===== src/rtl/pg_seq_ctrl.sv =====
// pg_seq_ctrl: power-gating sequencer for a switch-level gated logic domain.
// Orders isolation clamps, retention save/restore strobes and the PMOS header
// gate. The gated cells must never drive undefined values into always-on logic.
//
// Ports:
//   clk_i       rising-edge clock
//   rst_n_i     synchronous active-low reset (forces ACTIVE, domain powered)
//   pwr_req_i   level request: 1 = powered, 0 = gated
//   rail_ok_i   virtual-VDD good from the gated rail
//   pwr_ack_o   level acknowledge, follows pwr_req_i once a sequence completes
//   hdr_gate_o  PMOS header gate: 0 = header on, 1 = header off
//   iso_en_o    isolation clamp enable
//   save_o      one-cycle retention save strobe
//   restore_o   one-cycle retention restore strobe
//   busy_o      high while a sleep/wake sequence is in flight
module pg_seq_ctrl #(
    parameter int ISO_CYCLES   = 2,
    parameter int DRAIN_CYCLES = 4,
    parameter int WAKE_CYCLES  = 8
) (
    input  logic clk_i,
    input  logic rst_n_i,
    input  logic pwr_req_i,
    input  logic rail_ok_i,
    output logic pwr_ack_o,
    output logic hdr_gate_o,
    output logic iso_en_o,
    output logic save_o,
    output logic restore_o,
    output logic busy_o
);

    localparam int MAX_ID = (ISO_CYCLES > DRAIN_CYCLES) ? ISO_CYCLES : DRAIN_CYCLES;
    localparam int MAX_C  = (MAX_ID > WAKE_CYCLES) ? MAX_ID : WAKE_CYCLES;
    localparam int CW     = $clog2(MAX_C) + 1;

    // Counter load values: a state lasting N cycles loads N-1 and leaves at 0.
    localparam logic [CW-1:0] ISO_LD   = CW'(ISO_CYCLES - 1);
    localparam logic [CW-1:0] DRAIN_LD = CW'(DRAIN_CYCLES - 1);
    localparam logic [CW-1:0] WAKE_LD  = CW'(WAKE_CYCLES - 1);

    localparam logic [2:0] S_ACTIVE     = 3'd0;
    localparam logic [2:0] S_ISOLATE    = 3'd1;
    localparam logic [2:0] S_SAVE       = 3'd2;
    localparam logic [2:0] S_POWER_DOWN = 3'd3;
    localparam logic [2:0] S_OFF        = 3'd4;
    localparam logic [2:0] S_POWER_UP   = 3'd5;
    localparam logic [2:0] S_RESTORE    = 3'd6;
    localparam logic [2:0] S_DEISOLATE  = 3'd7;

    logic [2:0]    state_q, state_d;
    logic [CW-1:0] cnt_q, cnt_d;
    logic          hdr_q, hdr_d;
    logic          iso_q, iso_d;
    logic          save_q, save_d;
    logic          rest_q, rest_d;
    logic          ack_q, ack_d;
    logic          busy_q, busy_d;

    logic cnt_zero;
    assign cnt_zero = (cnt_q == '0);

    // Next state. pwr_req_i is only looked at in ACTIVE and OFF, so a request
    // that toggles mid-sequence is never acted on until the sequence finishes.
    always_comb begin
        state_d = state_q;
        cnt_d   = cnt_q;
        case (state_q)
            S_ACTIVE: begin
                if (!pwr_req_i) begin
                    state_d = S_ISOLATE;
                    cnt_d   = ISO_LD;
                end
            end
            S_ISOLATE: begin
                if (cnt_zero) state_d = S_SAVE;
                else          cnt_d   = cnt_q - 1'b1;
            end
            S_SAVE: begin
                state_d = S_POWER_DOWN;
                cnt_d   = DRAIN_LD;
            end
            S_POWER_DOWN: begin
                if (cnt_zero) state_d = S_OFF;
                else          cnt_d   = cnt_q - 1'b1;
            end
            S_OFF: begin
                if (pwr_req_i) begin
                    state_d = S_POWER_UP;
                    cnt_d   = WAKE_LD;
                end
            end
            S_POWER_UP: begin
                // rail_ok_i is untrusted until the minimum wake time elapses;
                // after that, wait on it indefinitely.
                if (!cnt_zero)      cnt_d   = cnt_q - 1'b1;
                else if (rail_ok_i) state_d = S_RESTORE;
            end
            S_RESTORE: begin
                state_d = S_DEISOLATE;
                cnt_d   = ISO_LD;
            end
            S_DEISOLATE: begin
                if (cnt_zero) state_d = S_ACTIVE;
                else          cnt_d   = cnt_q - 1'b1;
            end
            default: begin
                state_d = S_ACTIVE;
                cnt_d   = '0;
            end
        endcase
    end

    // Outputs are decoded from the next state and registered, so they change
    // on the same edge as the state and are glitch-free.
    always_comb begin
        hdr_d  = 1'b0;
        iso_d  = 1'b1;
        save_d = 1'b0;
        rest_d = 1'b0;
        ack_d  = 1'b0;
        busy_d = 1'b1;
        case (state_d)
            S_ISOLATE:    ack_d = 1'b1;
            S_SAVE:       begin save_d = 1'b1; ack_d = 1'b1; end
            S_POWER_DOWN: begin hdr_d = 1'b1; ack_d = 1'b1; end
            S_OFF:        begin hdr_d = 1'b1; busy_d = 1'b0; end
            S_POWER_UP:   begin end
            S_RESTORE:    rest_d = 1'b1;
            S_DEISOLATE:  begin end
            default:      begin iso_d = 1'b0; ack_d = 1'b1; busy_d = 1'b0; end
        endcase
    end

    always_ff @(posedge clk_i) begin
        if (!rst_n_i) begin
            state_q <= S_ACTIVE;
            cnt_q   <= '0;
            hdr_q   <= 1'b0;
            iso_q   <= 1'b0;
            save_q  <= 1'b0;
            rest_q  <= 1'b0;
            ack_q   <= 1'b1;
            busy_q  <= 1'b0;
        end else begin
            state_q <= state_d;
            cnt_q   <= cnt_d;
            hdr_q   <= hdr_d;
            iso_q   <= iso_d;
            save_q  <= save_d;
            rest_q  <= rest_d;
            ack_q   <= ack_d;
            busy_q  <= busy_d;
        end
    end

    assign hdr_gate_o = hdr_q;
    assign iso_en_o   = iso_q;
    assign save_o     = save_q;
    assign restore_o  = rest_q;
    assign pwr_ack_o  = ack_q;
    assign busy_o     = busy_q;

endmodule


===== config.mk =====
export PLATFORM = sky130hd
export DESIGN_NAME = pg_seq_ctrl
export DESIGN_NICKNAME = d
export VERILOG_FILES = /design/src/rtl/pg_seq_ctrl.sv
export SDC_FILE = /design/constraint.sdc
export NUM_CORES = 1
export LEC_CHECK = 0
export CORE_UTILIZATION = 40
export DETAILED_ROUTE_END_ITERATION = 10
export SYNTH_ARGS = -nofsm -noshare
export SYNTH_HDL_FRONTEND = slang
export SYNTH_SLANG_ARGS = --single-unit

===== constraint.sdc =====
create_clock -name clk_i -period 1.5 [get_ports clk_i]
set_clock_uncertainty 0.05 [all_clocks]
set_input_delay 0.15 -clock clk_i [delete_from_list [all_inputs] [get_ports clk_i]]
set_output_delay 0.15 -clock clk_i [all_outputs]
set_load 0.005 [all_outputs]

; ---- After elaboration in Yosys (flattened, before gate mapping)
; Index checks and enable logic that the tools add are counted.
[totals]
reg_bits = 13
latchBits = 0
ramBits = 0
mem_bits_ro = 0
inputBits = 4
output_inout_bits = 6
mem_count = 0
[op_classes]
add_sub_neg = 1
n_mul = 0
div_mod_pow = 0
magnitude_cmp = 0
eq_ne = 17
n_shift = 0
n_mux = 18
bitwise = 0
n_reduce_logical = 8
[op_table]
columns = operator, n
row1 = $eq 3x3->1 const B, 8
row2 = $pmux 3 s8, 1
row3 = $mux 3, 7
row4 = $pmux 4 s5, 1
row5 = $eq 3x2->1 const B, 4
row6 = $mux 4, 3
row7 = $reduce_or 4->1, 2
row8 = $reduce_or 7->1, 1
row9 = $eq 3x1->1 const B, 2
row10 = $mux 1, 6
row11 = $ne 2x2->1 const B, 3
row12 = $reduce_or 6->1, 1
row13 = $logic_not 4->1, 1
row14 = $sub 4x1->4 const B, 1
row15 = $logic_not 3->1, 1
row16 = $reduce_and 3->1, 1
row17 = $reduce_or 2->1, 1

; ---- Depth between registers and ports, before layout
; Gate-level depths: netlist (run 1).
[depth]
depth_word = 6
ltp_mapped = 7
ltp_nobuf = 6

; ---- Worst setup path before layout (run 1)
; Ideal clock, no wire load.
[synth_path]
path_type = register to register
startpoint = register cnt_q[0]
endpoint = register cnt_q[3]
setup_time_ns = 0.123
t_arrival_ns = 1.249
required_ns = 1.327
path_slack_ns = 0.077
path_stages_with_launch = 8
path_buffers = 1
cell_sequence = dfxtp_1 > inv_1 > ha_1 > and4bb_1 > buf_6 > a211oi_2 > xnor2_1 > nor3_2
[synth_via]
elab_chain_len = 3
word_cells_on_any_way = 6
classes_between = add/sub: 1 / eq/ne: 1 / mux: 2 / reduce/logical: 2
[synth_rtl]
columns = item, line_no
row1 = from (decl), 52  ; logic [CW-1:0] cnt_q, cnt_d;
row2 = from (signal assigned), 147  ; cnt_q <= cnt_d;
row3 = $sub 4x1->4 or $logic_not 4->1 (tied branches), --
row4 = $mux 4 or $ne 2x2->1 (tied branches), --
row5 = $pmux 4 s5 or $reduce_and 3->1 (tied branches), --
; Parallel ways exist; a longest one is shown, timed or not. The select of a mux whose other input is x is not followed.
; A chain may end at the register's enable or synchronous reset.

; ---- Worst setup path in the final report (run 1)
[layout_path]
startpoint = register cnt_q[1]
endpoint = register busy_q (netlist: busy_o)
[layout_via]
elab_chain_len = 6
word_cells_on_any_way = 14
classes_between = eq/ne: 6 / mux: 6 / reduce/logical: 2
[layout_rtl]
columns = item, line_no
row1 = $logic_not 4->1 (*), 61  ; assign cnt_zero = (cnt_q == '0);
row2 = $mux 3 (on tied branches), --
row3 = $pmux 3 s8 (*), 68  ; case (state_q)
row4 = "$eq 3x3->1, or another cell as far along", 123  ; case (state_d)
row5 = $reduce_or 6->1 (no line) (*), --
row6 = $mux 1 (*), 123
row7 = to (signal assigned), 153  ; busy_q <= busy_d;
row8 = to (decl), 58  ; logic busy_q, busy_d;
; Every way passes the cells marked *; elsewhere a longest branch is shown, timed or not.

==> results of run 1 <==
-- critical path, stage by stage (launching register included) --
cell and delay (ns):
dfxtp_1 0.33, inv_2 0.06, ha_2 0.17, and4bb_4 0.30, o21ai_1 0.08, and3_1 0.18, o21bai_1 0.15
-- what timing repair did --
| action | 4_1_cts | 5_1_grt |
|---|---|---|
| setup endpoints to repair | 2 | 3 |
| resized for setup | 2 | 4 |
| pin swaps | 0 | 2 |
-- final cells by class --
class	count	area share [%]
inverter	7	3.32
tap	15	2.37
sequential	13	33.1
multi-input combinational	46	39.9
timing repair buffer	16	18.0
clock buffer	4	3.32
-- state kept, by name, indices dropped and copies added (netlist names) --
signal / cells
iso_en_o: 1
restore_o: 1
pwr_ack_o: 1
save_o: 1
busy_o: 1
hdr_gate_o: 1
cnt_q: 4
state_q: 3
-- synthesized netlist by cell type --
cell       n  share of area [%]
buf_6      1                1.8
maj3_1     1                1.6
nor2_1     9                5.5
buf_2      1               0.81
o211a_1    1                1.6
dfxtp_1   13                 42
o21ai_1    1               0.81
and3_1     2                2.0
o21bai_1   1                1.2
nand2b_1   2                2.0
xor2_2     1                2.6
o21ai_0    1               0.81
and4bb_1   1                2.0
o221ai_1   1                1.4
inv_1      7                4.2
or3_1      1                1.0
ha_1       2                4.0
o21a_1     1                1.2
nor3_1     4                3.2
nor3_2     2                3.2
a211oi_2   1                2.0
nand2_1    4                2.4
xnor2_1    1                1.4
o311ai_0   1                1.4
xor2_1     1                1.4
a21oi_2    1                1.4
a21oi_1    5                4.0
buf_4      1                1.2
a311oi_1   1                1.4
-- power by group --
part           switching (uW)  total [uW]  internal [uW]
Sequential               51.3         459            408
Clock                     122         225            103
Combinational             190         406            215
-- through the flow --
step / instances / instance area, sq um / hold WS (ns) / power [uW] / setup WS (ns)
2_1_floorplan: 69 / 619 / 0.173 / 713 / 0.0774
3_3_place_gp: 97 / 757 / 0.552 / 853 / -0.0498
3_5_place_dp: 97 / 757 / 0.543 / 850 / -0.0514
4_1_cts: 101 / 787 / 0.417 / 1080 / 0.0438
5_1_grt: 101 / 791 / 0.442 / 1160 / 0.00706
6_report: 101 / 791 / 0.442 / 1090 / 0.0587
-- cells by family (layout without fill, tap and decap cells) --
logic type               Yosys count  after routing  share of synthesized area [%]
flip-flops                        13             13                           42.0
buffers and inverters             10             27                           8.08
AO/OA/AOI/OAI                     15             15                           17.4
adder cells (fa/ha/maj)            3              3                           5.66
AND/OR/NAND/NOR                   25             25                           21.4
XOR/XNOR                           3              3                           5.46
-- per-layer routing --
| metal | global-route usage (%) | vias to the layer above | part of all wire [%] |
|---|---|---|---|
| met5 | 0 | - | 0 |
| met4 | 14.5 | 0 | 2.4 |
| met1 | 24.8 | 252 | 50 |
| met2 | 24.6 | 22 | 43 |
| met3 | 3.19 | 5 | 4.8 |
| li1 | - | 270 | - |
-- how the worst min path moves through the flow --
stage	from	endpoint	slack, ns	cells past startpoint
final	rail_ok_i	restore_o	0.44	3
after CTS	rail_ok_i	restore_o	0.42	3
after floorplan	rst_n_i	pwr_ack_o	0.17	1
after global routing	rail_ok_i	restore_o	0.44	3
after detailed placement	state_q[1]	save_o	0.54	1
after global placement	cnt_q[3]	cnt_q[3]	0.55	2
-- cell usage in the layout (no fill, tap or decap) --
cell,n
dfxtp_1,12
a21oi_1,5
o221ai_1,1
xor2_1,1
o21ai_0,1
clkbuf_4,3
dfxtp_2,1
buf_4,7
o311ai_0,1
a311oi_1,1
maj3_1,1
a21oi_2,1
nor2_1,9
clkdlybuf4s50_1,9
and4bb_4,1
o21bai_1,1
and3_1,2
o21a_1,1
inv_2,2
ha_2,1
clkbuf_1,1
o211a_1,1
a211oi_2,1
or3_1,1
nor3_2,2
nand2_1,4
inv_1,5
nand2b_1,2
xor2_2,1
nor3_1,4
ha_1,1
o21ai_1,1
xnor2_1,1
==> impl.org, run 1 <==
** Floorplanning
- Initial cell density of the core :: 45.3%
- Die Y-Extent :: 41.4 um
- Ports placed on the boundary :: 10
- The core region is 1370 sq um.
- The floorplan step defined a die boundary enclosing 1710 sq um.
- Number of rows in the core area :: 13
- The floorplan step set the die width to 41.4 um.

** Setup path
- The critical path ends at busy_o.
- STA classifies the critical path startpoint as a flop.
- The worst setup path is of the reg2reg kind.
- The worst register-to-register path ends at busy_o.
- Across all register-to-register paths, the minimum setup slack is 0.06 ns.
- Of all nets on the critical path, the largest fanout is 8.
- Worst r2r src :: cnt_q[1]
- Launch point of the critical path :: cnt_q[1]
- Data arrives at the worst endpoint at 1.56 ns.
- For the worst flop-to-flop path, the logic depth is 6.
- Nature of the critical path endpoint :: flop
- At the worst endpoint, the required time is 1.62 ns.

** Route
- Total wire length after detailed routing :: 1270 um
- WL/cell :: 12.5 um
- Vias :: 549
- Vias per cell :: 5.44
- Number of antenna-violating nets in the routed design :: 0
- Drt pass-1 iters :: 4
- After detailed routing, the number of remaining DRC violations is 0.
- The detailed router finished its first iteration with 19 violations.

** Global routing
- Number of global-route vias before repair :: 433
- Wire length of the first global-routing pass :: 1920 um
- Grt total ovfl :: 0
- Number of antenna violations at the first check in global routing :: 0
- Entering global routing, the biggest net connects 11 pins.
- Global routing usage summed across all routing layers :: 18.2%

** Synthesis
- Synthesis-stage register bit count :: 13
- The cell count after synthesis came out at 69.
- Yosys mapped the design onto 29 distinct sky130hd cell types.
- Register area share after synthesis :: 42.0%
- The mapped netlist covers 619 sq um.
- Counting every net in the synthesized netlist gives 75.
- A synthesized cell averages 8.98 sq um.
- Yosys warns :: 0

** Timing
- Final period demand of the worst path :: 1.44 ns
- Upper clock frequency limit :: 0.694 GHz
- Setup violations remaining at the end of the flow were counted as 0.
- Tcrit/Tclk final :: 96.1%
- Headroom to the max-slew limit came out at 79.5%.
- Worst-Margin Slew :: 0.303 ns
- The max-slew violation count was 0.
- Final Hold Viols :: 0
- Setup repair after global routing missed its margin :: no
- Fin Setup TNS :: 0 ns

** Clock tree
- CTS built an H-tree with a depth of 1.
- For the worst-skew pair, the clock arrives at the later sink with an insertion delay of 0.28 ns.
- The cell sitting at the root of the clock tree is a clkbuf_4.
- Post-CTS Hold Buffers :: 0
- TritonCTS built the clock tree.
- In this run the deepest clock path goes through 2 buffers.
- Once the clock tree was built, the setup fixing pass inserted 0 buffers.
- CTS saw 13 sinks.
- CTS buffer count :: 3
- Clock-pin slew reported for the worst setup and hold paths after clock tree synthesis :: 0.08 ns

** Finish
- Measured on the finished design, the core utilization comes to 57.9%.
- Filler Cells Inserted :: 128
- The number of antenna diodes in the final layout is 0.
- For this run, the post-layout net count is 93.
- Proportion of layout cells with a drive suffix above 1 :: 23.3%
- Relative to the synthesized area, the layout overhead comes to 27.7%.
- Area taken by flip-flops and latches :: 262 sq um
- In the final layout, the multi-input gates occupy 315 sq um.

** Power
- Across the VDD grid, the largest voltage drop is 0.565 mV.
- Cell leakage power :: 0.000324 uW
- Dividing total power by cell area gives a power density of 1380 nW/um^2.

** Place
- Input and output buffers added on the ports amount to 9.
- Detailed placer's ending HPWL :: 911 um
- Gp weighted congestion :: 0.837

** Status
- The flow ran to the end, and the final reports show no timing, DRC or antenna violations.

** Flow run
- Across the run, the number of max-cap violations was 0.

** Min path
- Type of the worst min-delay path :: in2reg
(Power assumes the default switching activity.)
==> inputs of run 2 (changes only) <==
CORE_AREA = 2 2 39 41   (was unset)
CORE_UTILIZATION = unset   (was 40)
DIE_AREA = 0 0 41 43   (was unset)
PLACE_DENSITY = 0.71   (was unset)
clock period = 1.4 ns   (was 1.5 ns; I/O delays follow)
==> impl.org, run 2 (same netlist as run 1, synthesis figures left out) <==
** Status
- Run status: finished, violations left (was finished, final reports clean).
- Failing checks :: negative setup slack

** Clock tree
- CTS Sinks :: 13 (unchanged)
- The CTS tree was done (unchanged).
- The deepest level of the CTS H-tree was 1 (unchanged).
- Later-pin clock latency in the skew report :: 0.28 ns (about the same)
- The clock buffer count from CTS was 3 (unchanged).
- Clock-pin slew reported for the worst setup and hold paths after clock tree synthesis :: 0.08 ns (about the same)
- Number of buffers between clock root and the deepest sink :: 2 (unchanged)
- The cell chosen for the clock root was clkbuf_4 (unchanged).
- Post-CTS Hold Buffers :: 0 (unchanged)

** Floorplanning
- The area inside the core boundary came to 1380 sq um (was 1370 sq um).
- Die Y-Extent :: 43 um (was 41.4 um)
- The die boundary width is 41 um (was 41.4 um).
- Number of rows in the core area :: 14 (was 13)
- Overall die area :: 1760 sq um (was 1710 sq um)
- Initial cell density of the core :: 44.8% (was 45.3%)
- Ports placed on the boundary :: 10 (unchanged)

** Finish
- The post-layout net count is 101 (was 93).
- The number of inserted diodes was 0 (unchanged).
- Area growth, synth to finish :: 41.6% (was 27.7%)
- The leading cell type in the layout, fill and taps excluded was buf_4 (was dfxtp_1).
- Largest register FFs :: 4 (unchanged)
- Register containing the most flip-flops in the final layout :: cnt_q (unchanged)
- Largest registers :: cnt_q x4, state_q x3 (unchanged)
- Proportion of layout cells with a drive suffix above 1 :: 34.0% (was 23.3%)
- Most frequent cells in the layout: 15 x buf_4, 11 x dfxtp_1, 9 x nor2_1, 9 x clkdlybuf4s50_1, 5 x inv_1 (was 12 x dfxtp_1, 9 x nor2_1, 9 x clkdlybuf4s50_1).
- Total non-filler cell area in the finished layout :: 877 sq um (was 791 sq um)

** Setup path
- Worst path arrival time :: 1.54 ns (was 1.56 ns)
- The critical path capture point type was a flop (unchanged).
- The critical path data required time is 1.51 ns (was 1.62 ns).
- Startpoint type of the worst setup path :: flop (unchanged)
- The maximum fanout count along the critical path was 7 (was 8).
- Cell breakdown of the critical path :: inv_2 > ha_4 > and4bb_4 > o21ai_1 > and3_1 > o21bai_1 (was inv_2 > ha_2 > and4bb_4 > o21ai_1 > and3_1 > o21bai_1)
- Number of buffer and inverter stages on the critical path :: 1 (unchanged)
- Register-to-register setup slack :: -0.03 ns (was 0.06 ns)
- Slowest Stage Delay on Critical Path :: 0.33 ns (about the same)
- The worst-path cell with the longest stage delay was dfxtp_2 (was dfxtp_1).
- The largest delay contributor family on the critical path is simple AND/OR/NAND/NOR gates (unchanged).
- The type of the worst setup path was reg2reg (unchanged).

** Timing
- The minimum clock period is 1.43 ns (was 1.44 ns).
- The number of setup violations in the final report is 1 (was 0).
- Setup repair after global routing missed its margin: yes (was no).
- The smallest setup slack after layout came to -0.0269 ns (was 0.0587 ns).
- Worst-Margin Slew :: 0.344 ns (was 0.303 ns)
- The hold violation count in the final report was 0 (unchanged).
- Upper clock frequency limit :: 0.701 GHz (was 0.694 GHz)
- Normalized max-slew margin :: 77.0% (was 79.5%)
- Number of max-slew violations in the final report :: 0 (unchanged)
- The minimum hold slack was 0.408 ns (was 0.442 ns).
- Fin Setup TNS :: -0.0269 ns (was 0 ns)
- Tcrit/Tclk final :: 102% (was 96.1%)

** Place
- The placed instance area came to 808 sq um (was 757 sq um).
- The estimated wirelength of the detail-placed design is 939 um (was 911 um).
- Gp weighted congestion :: 0.822 (was 0.837)
- The number of port buffers came to 9 (unchanged).
- The pre-CTS setup slack came to -0.165 ns (was -0.0514 ns).

** Global routing
- Grt total ovfl :: 0 (unchanged)
- The maximum number of pins on one net before global-route repair came to 9 (was 11).
- Global routing usage summed across all routing layers :: 17.8% (was 18.2%)
- Number of antenna violations at the first check in global routing :: 0 (unchanged)
- Wire length of the first global-routing pass :: 2130 um (was 1920 um)
- The number of global-route vias before repair came to 512 (was 433).

** Route
- The remaining design rule violation count is 0 (unchanged).
- The total iterations of the first detailed-routing run was 4 (unchanged).
- The detailed-route wire length came to 1330 um (was 1270 um).
- The total via count in the routed design was 549 (unchanged).
- The number of DRC markers after the initial detailed-route iteration came to 3 (was 19).
- Number of antenna-violating nets in the routed design :: 0 (unchanged)
- Uppermost routed layer :: met4 (unchanged)
- Vias per cell :: 4.99 (was 5.44)
- WL/cell :: 12.1 um (was 12.5 um)
- The met1 wire length is 581 um (was 630 um).
- Metal3 WL :: 36 um (was 61 um)
- The wire length on met2 came to 693 um (was 544 um).

** Flow run
- The total of max-cap violations came to 0 (unchanged).

** Power
- Peak supply drop :: 0.732 mV (was 0.565 mV)
- Cell leakage power :: 0.000369 uW (was 0.000324 uW)
- The ratio of total power to cell area is 1450 nW/um^2 (was 1380 nW/um^2).

** Min path
- Type of the worst min-delay path :: in2reg (unchanged)
-- run 2: changes by cell type in the layout (fill, tap and decap cells not counted), sizes merged --
| cell | before | now |
|---|---|---|
| buf | 7 | 15 |
-- run 2: routing by layer --
| metal | GRT usage [%] | up-vias |
|---|---|---|
| met2 | 26.6 | 12 |
| met5 | 0 | - |
| met3 | 4.71 | 2 |
| met4 | 10.0 | 0 |
| met1 | 22.1 | 250 |
| li1 | - | 285 |
-- run 2: cell type report --
type	count	area (sq um)
clock buffer	4	26.3
inverter	7	26.3
tap	16	20.0
multi-input combinational	46	339
sequential	13	263
fill	127	507
timing repair buffer	24	203
-- run 2: timing repair --
item / CTS / global route
setup buffers: 2 / 0
endpoints found under the setup margin: 8 / 7
endpoints found under the hold margin: 0 / 0
resized for setup: 4 / 4
pin swaps: 2 / 1
-- run 2: report_power, final --
| group | total [uW] | internal, uW | switching (uW) |
|---|---|---|---|
| clock | 236 | 111 | 125 |
| combinational | 558 | 309 | 249 |
| sequential | 481 | 439 | 42.8 |
-- run 2: tightest hold or removal path: stages --
cell and delay (ns):
clkdlybuf4s50_1 0.42, inv_1 0.08, nor3_1 0.05
-- run 2: through the flow --
| step | utilization [%] | instances | power (uW) |
|---|---|---|---|
| CTS | 62.4 | 110 | 1250 |
| floorplan | - | 69 | 769 |
| finish | 63.4 | 110 | 1280 |
| detailed placement | 58.4 | 104 | 966 |
| global placement | 58.4 | 104 | 955 |
| global route | 63.4 | 110 | 1370 |
-- run 2: worst paths after layout --
kind / from / end / cells past startpoint
setup / recovery: cnt_q[1] / busy_o / 6
hold / removal: rail_ok_i / restore_o / 3
hold reg to reg: state_q[1] / save_o / 1
setup reg to reg: cnt_q[1] / busy_o / 6
==> inputs of run 3 (changes only) <==
TNS_END_PERCENT = 5   (was unset)
==> impl.org, run 3 (same netlist as run 1, synthesis figures left out) <==
** Finish
- The fraction of final layout cells with drive strength greater than 1 is 33.0% (was 34.0%).
- Share of the core filled with cells :: 63.0% (was 63.4%)
- The post-layout net count was 101 (unchanged).
- The leading cell type in the layout, fill and taps excluded is buf_4 (unchanged).
- Most frequent cells in the layout: 15 x buf_4, 11 x dfxtp_1, 9 x nor2_1, 9 x clkdlybuf4s50_1, 5 x inv_1 (unchanged).
- Antenna diode count :: 0 (unchanged)
- Largest registers :: cnt_q x4, state_q x3 (unchanged)
- The flip-flop count of the largest register after layout was 4 (unchanged).
- The post-layout instance count excluding filler cells was 110 (unchanged).
- The register with the highest flop count was cnt_q (unchanged).
- The area growth from synthesis to final layout was 40.8% (was 41.6%).

** Route
- The number of DRC markers after the initial detailed-route iteration was 5 (was 3).
- Vias per cell :: 4.93 (was 4.99)
- Number of antenna-violating nets in the routed design :: 0 (unchanged)
- The total via count in the routed design is 542 (was 549).
- The total iterations of the first detailed-routing run came to 4 (unchanged).
- DRC errors left :: 0 (unchanged)
- Total wire length after detailed routing :: 1310 um (was 1330 um)
- The routed length per placed instance was 11.9 um (was 12.1 um).

** Global routing
- Number of global-route vias before repair :: 512 (unchanged)
- Global routing usage summed across all routing layers :: 17.8% (unchanged)
- The global-route wire length before repair came to 2130 um (unchanged).
- The maximum number of pins on one net before global-route repair is 9 (unchanged).
- The final global-route overflow total came to 0 (unchanged).
- Number of antenna violations at the first check in global routing :: 0 (unchanged)

** Timing
- Worst-Margin Slew :: 0.343 ns (was 0.344 ns)
- Fin Setup TNS :: -0.0277 ns (was -0.0269 ns)
- Final setup violating endpoints :: 1 (unchanged)
- Final Hold Viols :: 0 (unchanged)
- The smallest setup slack after layout was -0.0277 ns (was -0.0269 ns).
- The minimum clock period came to 1.43 ns (about the same).
- The highest attainable clock frequency is 0.700 GHz (was 0.701 GHz).
- Setup repair after global routing missed its margin: yes (unchanged).
- The max-slew violation count is 0 (unchanged).
- The worst relative slew slack is 77.1% (was 77.0%).
- Tcrit/Tclk final :: 102% (about the same)

** Power
- Switching share of total power :: 32.8% (was 32.7%)
- The sequential power share is 38.0% (was 37.7%).
- The leakage power of the design is 0.000369 uW (about the same).
- The ratio of total power to cell area came to 1450 nW/um^2 (about the same).
- The internal power of the cells is 849 uW (was 859 uW).
- Combinational group share of total power :: 43.4% (was 43.8%)
- The part of the power in the clock network is 18.7% (was 18.5%).
- Peak supply drop :: 0.730 mV (was 0.732 mV)
- The power spent charging and discharging nets came to 414 uW (was 417 uW).

** Clock tree
- CTS Sinks :: 13 (unchanged)
- The clock buffer count from CTS is 3 (unchanged).
- The CTS tree is done (unchanged).
- Post-CTS Hold Buffers :: 0 (unchanged)
- Number of buffers between clock root and the deepest sink :: 2 (unchanged)
- CTS HTree Levels :: 1 (unchanged)
- Later-pin clock latency in the skew report :: 0.28 ns (about the same)
- Clock-pin slew reported for the worst setup and hold paths after clock tree synthesis :: 0.08 ns (about the same)
- Library cell used as clock root buffer :: clkbuf_4 (unchanged)

** Floorplanning
- The number of cell rows was 14 (unchanged).
- The count of boundary I/O pins is 10 (unchanged).
- The die boundary width is 41 um (unchanged).
- The height of the die was 43 um (unchanged).
- The die area is 1760 sq um (unchanged).
- Initial cell density of the core :: 44.8% (unchanged)
- Std-Cell Core Area :: 1380 sq um (unchanged)

** Setup path
- The critical path data required time is 1.51 ns (about the same).
- The data arrival time of the critical path was 1.54 ns (about the same).
- Largest driver fanout on the critical path :: 7 (unchanged)
- The type of the worst setup path is reg2reg (unchanged).
- The critical path capture point type was a flop (unchanged).
- Startpoint type of the worst setup path :: flop (unchanged)

** Place
- Port Buf Inserts :: 9 (unchanged)
- The final estimated routing congestion in global placement is 0.822 (unchanged).
- The placed instance count is 104 (unchanged).
- The estimated wirelength of the detail-placed design came to 939 um (unchanged).

** Min path
- Type of the worst min-delay path :: in2reg (unchanged)

** Status
- Failing checks :: negative setup slack (unchanged)
- Run status: finished, violations left (unchanged).

** Flow run
- Number of max-cap violations :: 0 (unchanged)
-- run 3: cell counts in the layout (fill, tap and decap cells not counted) --
No cell type changed its count.
-- run 3: what timing repair did --
action	in CTS	in global routing
gates resized for setup	4	3
buffers inserted	2	0
setup endpoints to repair	8	7
pin swaps	2	1
-- run 3: path summary, 6_finish.rpt --
check                           slack, ns  startpoint        end  depth (start not counted)
worst max-delay path                -0.03    cnt_q[1]     busy_o                          6
worst min register to register       0.50  state_q[1]     save_o                          1
worst min-delay path                 0.41   rail_ok_i  restore_o                          3
worst max register to register      -0.03    cnt_q[1]     busy_o                          6
-- run 3: metrics by stage --
stage / total power (uW) / setup slack (ns) / instance area [sq um] / hold WS, ns
global placement: 955 / -0.124 / 808 / 0.467
finish: 1260 / -0.0277 / 872 / 0.408
CTS: 1250 / -0.00848 / 863 / 0.400
floorplan: 769 / -0.0165 / 624 / 0.163
global route: 1360 / -0.0768 / 872 / 0.399
detailed placement: 966 / -0.165 / 808 / 0.485
-- run 3: per-layer routing --
layer	global-route usage [%]	part of all wire [%]
met5	0	0
met4	10.0	1.5
met3	4.71	3.2
met2	26.6	51
met1	22.1	44
-- run 3: worst max-delay path: stages (launching register included) --
cell,delay (ns)
dfxtp_2,0.33
inv_2,0.08
ha_4,0.14
and4bb_4,0.30
o21ai_1,0.08
and3_1,0.18
o21bai_1,0.15
-- run 3: area by class of cell --
cell class                 instances  area [sq um]
clock buffer                       4          26.3
fill                             127           512
inverter                           7          26.3
multi-input combinational         46           334
sequential                        13           263
tap                               16          20.0
timing repair buffer              24           203
-- run 3: power groups by stage --
stage / clock network (uW) / logic (uW) / registers, uW
2_1_floorplan: 0 / 285 / 485
3_3_place_gp: 0 / 471 / 484
3_5_place_dp: 0 / 481 / 485
4_1_cts: 244 / 526 / 478
5_1_grt: 270 / 598 / 492
6_report: 236 / 548 / 480
